<file path="config.mk">
export PLATFORM = sky130hd
export DESIGN_NAME = flight_mode_controller
export DESIGN_NICKNAME = d
export VERILOG_FILES = /design/src/rtl/flight_pkg.sv /design/src/rtl/flight_mode_controller_cycle_counter.sv /design/src/rtl/flight_mode_controller.sv
export SDC_FILE = /design/constraint.sdc
export NUM_CORES = 1
export LEC_CHECK = 0
export BUFFER_PORTS_ARGS = -buffer_cell sky130_fd_sc_hd__buf_2
export CAP_MARGIN = 15
export CORE_AREA = 2 2 71 86
export CTS_CLUSTER_DIAMETER = 200
export DETAILED_ROUTE_END_ITERATION = 7
export DIE_AREA = 0 0 73 88
export PLACE_DENSITY = 0.6
export SLEW_MARGIN = 20
export SYNTH_ARGS = -nofsm -noshare
export SYNTH_HDL_FRONTEND = slang
export SYNTH_HIERARCHICAL = 1
export SYNTH_SLANG_ARGS = --single-unit
</file>
<file path="constraint.sdc">
create_clock -name clk -period 3.1 [get_ports clk]
set_input_delay 0.31 -clock clk [delete_from_list [all_inputs] [get_ports clk]]
set_output_delay 0.31 -clock clk [all_outputs]
set_load 0.1 [all_outputs]
</file>
<file path="src/rtl/flight_pkg.sv">
// Shared encodings for the flight command path: command codes, one-hot
// mode/position selects and the controller state type.
package flight_pkg;

  localparam logic [2:0] CMD_NOP     = 3'd0;
  localparam logic [2:0] CMD_RESET   = 3'd1;
  localparam logic [2:0] CMD_ATTACK  = 3'd2;
  localparam logic [2:0] CMD_DEFENSE = 3'd3;
  localparam logic [2:0] CMD_STEALTH = 3'd4;
  localparam logic [2:0] CMD_WARP    = 3'd5;

  localparam logic [3:0] MODE_RESET   = 4'b0001;
  localparam logic [3:0] MODE_ATTACK  = 4'b0010;
  localparam logic [3:0] MODE_DEFENSE = 4'b0100;
  localparam logic [3:0] MODE_STEALTH = 4'b1000;

  localparam logic [3:0] POS_RESET  = 4'b0001;
  localparam logic [3:0] POS_NORMAL = 4'b0010;
  localparam logic [3:0] POS_WARP   = 4'b0100;

  typedef enum logic [2:0] {
    ST_RESET       = 3'd0,
    ST_ATTACK      = 3'd1,
    ST_DEFENSE     = 3'd2,
    ST_STEALTH     = 3'd3,
    ST_WARP_CHARGE = 3'd4,
    ST_WARP        = 3'd5
  } flight_state_t;

  function automatic logic [3:0] mode_onehot(input flight_state_t s);
    case (s)
      ST_ATTACK:  mode_onehot = MODE_ATTACK;
      ST_DEFENSE: mode_onehot = MODE_DEFENSE;
      ST_STEALTH: mode_onehot = MODE_STEALTH;
      default:    mode_onehot = MODE_RESET;
    endcase
  endfunction

  function automatic flight_state_t cmd_to_state(input logic [2:0] c);
    case (c)
      CMD_ATTACK:  cmd_to_state = ST_ATTACK;
      CMD_DEFENSE: cmd_to_state = ST_DEFENSE;
      CMD_STEALTH: cmd_to_state = ST_STEALTH;
      default:     cmd_to_state = ST_RESET;
    endcase
  endfunction

endpackage

</file>
<file path="src/rtl/flight_mode_controller_cycle_counter.sv">
// Loadable down-counter that saturates at zero; clear has priority over load.
module cycle_counter #(
  parameter int CNT_W = 8
) (
  input  logic             clk,
  input  logic             rst_n,
  input  logic             load_i,
  input  logic [CNT_W-1:0] load_val_i,
  input  logic             clear_i,
  output logic             zero_o
);

  logic [CNT_W-1:0] count_q;
  logic [CNT_W-1:0] count_d;

  always_comb begin
    count_d = count_q;
    if (clear_i) begin
      count_d = '0;
    end else if (load_i) begin
      count_d = load_val_i;
    end else if (count_q != '0) begin
      count_d = count_q - CNT_W'(1);
    end else begin
      count_d = count_q;
    end
  end

  always_ff @(posedge clk or negedge rst_n) begin
    if (!rst_n) begin
      count_q <= '0;
    end else begin
      count_q <= count_d;
    end
  end

  assign zero_o = (count_q == '0);

endmodule

</file>
<file path="src/rtl/flight_mode_controller.sv">
// Flight command controller: accepts commands and drives the one-hot mode and
// position selects for all axes, with cooldown, warp charge and stealth limit.
module flight_mode_controller
  import flight_pkg::*;
#(
  parameter int COOLDOWN    = 4,
  parameter int WARP_CHARGE = 8,
  parameter int STEALTH_MAX = 16,
  parameter int CNT_W       = 8
) (
  input  logic       clk,
  input  logic       rst_n,
  input  logic       cmd_valid,
  input  logic [2:0] cmd,
  output logic       cmd_ready,
  output logic [3:0] mode_sel,
  output logic [3:0] pos_sel,
  output logic       warp_busy,
  output logic       stealth_timeout,
  output logic       cmd_err
);

  // Counters hold the cycles remaining after the current one, hence the -1.
  localparam logic [CNT_W-1:0] COOL_LD = CNT_W'(COOLDOWN - 1);
  localparam logic [CNT_W-1:0] CHG_LD  = CNT_W'(WARP_CHARGE - 1);
  localparam logic [CNT_W-1:0] ST_LAST = CNT_W'(STEALTH_MAX - 1);

  flight_state_t    state_q, state_d, saved_q, saved_d;
  logic [CNT_W-1:0] st_cnt_q, st_cnt_d;
  logic [3:0]       mode_sel_q, mode_sel_d, pos_sel_q, pos_sel_d;
  logic             cmd_ready_q, cmd_ready_d, warp_busy_q, warp_busy_d;
  logic             timeout_q, timeout_d, cmd_err_q, cmd_err_d;
  logic             accept_s, is_mode_s;
  logic             cd_load_s, cd_clear_s, cd_zero_s;
  logic             ch_load_s, ch_clear_s, ch_zero_s;

  assign accept_s  = cmd_valid && (cmd_ready_q || (cmd == CMD_RESET));
  assign is_mode_s = (cmd == CMD_ATTACK) || (cmd == CMD_DEFENSE) || (cmd == CMD_STEALTH);

  cycle_counter #(.CNT_W(CNT_W)) u_cooldown (
    .clk(clk), .rst_n(rst_n), .load_i(cd_load_s), .load_val_i(COOL_LD),
    .clear_i(cd_clear_s), .zero_o(cd_zero_s)
  );

  cycle_counter #(.CNT_W(CNT_W)) u_charge (
    .clk(clk), .rst_n(rst_n), .load_i(ch_load_s), .load_val_i(CHG_LD),
    .clear_i(ch_clear_s), .zero_o(ch_zero_s)
  );

  // Next-state: RESET, then accepted mode change, then warp, then timed events.
  always_comb begin
    state_d    = state_q;
    saved_d    = saved_q;
    cd_load_s  = 1'b0;
    cd_clear_s = 1'b0;
    ch_load_s  = 1'b0;
    ch_clear_s = 1'b0;
    timeout_d  = 1'b0;
    cmd_err_d  = accept_s && ((cmd > CMD_WARP) ||
                              ((cmd == CMD_WARP) && (state_q == ST_RESET)));
    if (accept_s && (cmd == CMD_RESET)) begin
      state_d    = ST_RESET;
      cd_clear_s = 1'b1;
      ch_clear_s = 1'b1;
    end else if (accept_s && is_mode_s && (cmd_to_state(cmd) != state_q)) begin
      state_d   = cmd_to_state(cmd);
      cd_load_s = 1'b1;
    end else if (accept_s && (cmd == CMD_WARP) && (state_q != ST_RESET)) begin
      saved_d   = state_q;
      state_d   = ST_WARP_CHARGE;
      ch_load_s = 1'b1;
    end else begin
      case (state_q)
        ST_WARP_CHARGE: begin
          if (ch_zero_s) state_d = ST_WARP;
          else           state_d = state_q;
        end
        ST_WARP: begin
          state_d   = saved_q;
          cd_load_s = 1'b1;
        end
        ST_STEALTH: begin
          if (st_cnt_q == ST_LAST) begin
            state_d   = ST_DEFENSE;
            cd_load_s = 1'b1;
            timeout_d = 1'b1;
          end else begin
            state_d = state_q;
          end
        end
        default: state_d = state_q;
      endcase
    end
  end

  // Output decode from the next state, plus the stealth dwell counter.
  always_comb begin
    warp_busy_d = (state_d == ST_WARP_CHARGE) || (state_d == ST_WARP);
    mode_sel_d  = warp_busy_d ? mode_onehot(saved_d) : mode_onehot(state_d);
    case (state_d)
      ST_RESET: pos_sel_d = POS_RESET;
      ST_WARP:  pos_sel_d = POS_WARP;
      default:  pos_sel_d = POS_NORMAL;
    endcase
    cmd_ready_d = !warp_busy_d && !cd_load_s && (cd_clear_s || cd_zero_s);
    if ((state_q == ST_STEALTH) && (state_d == ST_STEALTH)) begin
      st_cnt_d = (st_cnt_q != '1) ? (st_cnt_q + CNT_W'(1)) : st_cnt_q;
    end else begin
      st_cnt_d = '0;
    end
  end

  // State and registered outputs.
  always_ff @(posedge clk or negedge rst_n) begin
    if (!rst_n) begin
      state_q     <= ST_RESET;
      saved_q     <= ST_RESET;
      st_cnt_q    <= '0;
      mode_sel_q  <= MODE_RESET;
      pos_sel_q   <= POS_RESET;
      cmd_ready_q <= 1'b1;
      warp_busy_q <= 1'b0;
      timeout_q   <= 1'b0;
      cmd_err_q   <= 1'b0;
    end else begin
      state_q     <= state_d;
      saved_q     <= saved_d;
      st_cnt_q    <= st_cnt_d;
      mode_sel_q  <= mode_sel_d;
      pos_sel_q   <= pos_sel_d;
      cmd_ready_q <= cmd_ready_d;
      warp_busy_q <= warp_busy_d;
      timeout_q   <= timeout_d;
      cmd_err_q   <= cmd_err_d;
    end
  end

  assign cmd_ready       = cmd_ready_q;
  assign mode_sel        = mode_sel_q;
  assign pos_sel         = pos_sel_q;
  assign warp_busy       = warp_busy_q;
  assign stealth_timeout = timeout_q;
  assign cmd_err         = cmd_err_q;

endmodule

</file>
==> metrics.md <==
| Metric | Value |
|---|---|
| CP peak stage delay | 0.59 ns |
| Worst path cell trace | or4_4 -> nor3_4 -> nand2_1 -> o22a_1 -> a21oi_1 -> o21ai_1 -> a2111o_1 -> nor3_2 |
| # hold bufs at CTS | 0 |
| Setup Viol. Count Final | 0 |
| Synth warn | 6 |
| Clock share of power | 22.5% |
| Die Footprint | 6420 um2 |
| Filler instances | 533 |
| Residual DRC | 0 |
| Peak supply drop | ~0.00034 V |
| Top cell type's share of synthesized area | 38.9% |
| Antenna Nets Post-Route | 0 |
| Ant diodes | 0 |
| Slew Viols, Final | 0 |
| Worst Path Required | 3.32 ns |
| Layout net count | 291 |
| Leak | ~1.3 nW |
| Share of layout cells above drive strength 1 | 18.1% |
| Die Wd | 73 um |
| RD Place Congestion | 0.803 |
| Max Clk Rate | 405 MHz |
| #FFs+latches synth | 41 |
| Worst Path Class, Setup | flop to flop |
| Drt initial violations | 134 |
| Global-route wire length before repair | just over 8000 um |
| Clock Latency Late Sink | approximately 0.30 ns |
| CTS tree | yes |
| Dpl cells | 337 |
| Total Routing Usage GR | approximately 16% |
| Mapped Cells | 250 |
| Total grt overflow | 0 |
| Layout Skew | approximately 0.013 ns |
| Worst min path class | input port to asynchronous set/reset pin |
| Post-CTS Resized | 0 |
| Die height | 88 um |
| CTS buffer count | 5 |
| Non-Filler Instances | 345 |
| Post-Syn Area per Cell | 9.77 um2 |
| Root buf cell | clkbuf_8 |
| Core ar. | 5590 um2 |
| CTS clock-pin slew for the worst setup and hold paths | 0.09 ns |
| Rows | 30 |
| RSZ-0062 raised after global routing | false |
| DR pass1 iterations | 5 |
| Comb pwr share | 40.5% |
| PnR Total Power | 2.24 mW |
| Synth Cell Area | 2440 um2 |
| Worst slew pin tran | 0.922 ns |
| FFs w/ async S/R, synth | between 90% and 100% |
| Switching power | 0.882 mW |
| Area grow syn2layout | 12.8% |
| Postcts setup bufs | 0 |
| Register area share after synthesis | between 40% and 50% |
| Crit end category | flop |
| Period minus WS final | between 2 and 2.5 ns |
| Status | finished, final reports clean |
| Initial Utilization | 43.7% |
| Sw frac | 39.3% |
| Avg WL per Cell | roughly 13 um |
| Most common library cells after synthesis | 38 x dfrtp_1, 30 x nor2_1, 19 x inv_1, 12 x nand2_1, 11 x xnor2_1 |
| Normalized max-slew margin | 38.5% |
| Initial antenna violation count | 0 |
| Flop pwr share | between 30% and 40% |
| Largest delay share family, worst path | simple AND/OR/NAND/NOR gates |
| Final Util | 49.3% |
| Top cells by area, synth | dfrtp_1 39%, nor2_1 4.6%, xnor2_1 3.9%, dfstp_2 3.2%, inv_1 2.9% |
| CTS max path bufs | 2 |
| Power Internal | around 1.4 mW |
| Routed wire length | approximately 4600 um |
| Crit path DAT | 2.69 ns |
| Cell taking the most area after synthesis | dfrtp_1 |
| Vias in the first global route | between 1500 and 2000 |
| Sink Count | a little over 40 |
| Buf+Inv Stages, Crit Path | 0 |
| Setup crit start kind | flop |
| CP max stage cell | or4_4 |
| Vias | roughly 1800 |
| Dpl hpwl | 3300 um |
| Crit Path Max Fanout | 8 |
| Avg Vias per Cell | 5.27 |
| H-tree Lvls | 2 |
| Setup tns final | 0 ns |
| Final period utilization | between 70 and 80% |
| EDFF count, synth | 0 |
| Fin. Hold Viols | 0 |
| Unique masters post-synth | 60 |
| PD cells | 813 nW/um2 |
| Max-cap violations | 0 |
| Ys flop type | dfrtp_1 |
| Port Buffers | 16 |
| Most common cell in the synthesized netlist | dfrtp_1 |
| Largest net degree at the start of global routing | 42 |
| Ports | 18 |
routing by layer:
layer	up-vias	GRT usage, %	routed length (um)
met3	9	3.11	128
met5	-	0	0
met2	23	26.5	2210
li1	937	-	-
met1	849	20.8	2180
met4	0	5.72	85
cell usage in the layout, fill, tap and decap left out, drive strengths merged, types with 2 or more instances in the layout:
master | synthesis | final
dfrtp | 38 | 38
nor2 | 30 | 30
inv | 19 | 19
buf | 5 | 18
conb | 2 | 17
nand2 | 12 | 12
xnor2 | 11 | 11
nor3 | 10 | 10
a21oi | 9 | 9
nor3b | 8 | 8
nand3 | 8 | 8
a211oi | 8 | 8
o21ai | 7 | 7
nor4 | 6 | 6
a21o | 5 | 5
ha | 5 | 5
clkbuf | 5 | 5
and3 | 4 | 4
mux2i | 4 | 4
or4 | 4 | 4
and2 | 3 | 3
a31oi | 3 | 3
nand4 | 3 | 3
o32ai | 3 | 3
xor2 | 3 | 3
dfstp | 3 | 3
nor2b | 3 | 3
o211ai | 3 | 3
nand3b | 2 | 2
or3b | 2 | 2
bufinv | 0 | 2
nand2b | 2 | 2
a221o | 2 | 2
or2 | 2 | 2
a41o | 2 | 2
stage by stage:
step / cell area (um2) / setup WS (ns) / hold WS (ns)
2_1_floorplan: 2500 / 0.667 / 0.0144
3_3_place_gp: 2620 / 0.649 / 0.501
3_5_place_dp: 2620 / 0.596 / 0.520
4_1_cts: 2760 / 0.600 / 0.183
5_1_grt: 2760 / 0.439 / 0.222
6_report: 2760 / 0.632 / 0.156
registers in the layout, indices dropped and copies added, names as in the netlist:
name and flops:
st_cnt_q 8, u_charge/count_q 8, u_cooldown/count_q 8, mode_sel 4, pos_sel 3, saved_q 3
state_q 3, cmd_err 1, cmd_ready 1, stealth_timeout 1, warp_busy 1
worst reg2reg max path, stage by stage (launching register included):
cell	delay (ns)
dfrtp_1	0.41
or4_4	0.59
nor3_4	0.27
nand2_1	0.09
o22a_1	0.18
a21oi_1	0.12
o21ai_1	0.10
a2111o_1	0.44
nor3_2	0.21
area by class of cell:
class | instances | area (um2) | area share, %
clock buffers | 5 | 68.8 | 2.50
clock inverters | 3 | 65.1 | 2.36
inverters | 19 | 71.3 | 2.59
multi-input cells | 195 | 1350 | 48.8
flip-flops and latches | 41 | 1030 | 37.4
well taps | 64 | 80.1 | 2.91
repair buffers | 18 | 95.1 | 3.45
cell families after synthesis:
family                     share of synthesized area (%)
and+or+nand+nor                                     26.3
xor gates and xnor gates                            5.02
buffers and inverters                               5.07
DFF                                                 42.1
muxes                                               2.10
AOI/OAI and AO/OA                                   16.5
other                                              0.307
adders and majority gates                           2.56
path summary, 6_finish.rpt:
kind	startpoint	depth (start not counted)	slack, ns	endpoint
setup reg to reg	u_charge/count_q[3]	8	0.63	st_cnt_q[6]
hold reg to reg	st_cnt_q[1]	2	0.55	st_cnt_q[1]
max in group asynchronous	rst_n	1	2.37	pos_sel[2]
min in group clk	cmd[2]	3	0.31	cmd_err
hold / removal	rst_n	1	0.16	st_cnt_q[6]
setup / recovery	u_charge/count_q[3]	8	0.63	st_cnt_q[6]
power by group through the flow:
stage	Combinational (mW)	Sequential (mW)	Clock, mW
after floorplan	0.593	1.02	0
after global placement	0.906	0.839	0
after detailed placement	0.914	0.842	0
after CTS	0.920	0.831	0.529
after global routing	1.00	0.849	0.547
final	0.909	0.828	0.505
Note: power is estimated with default switching activity, not from simulation.
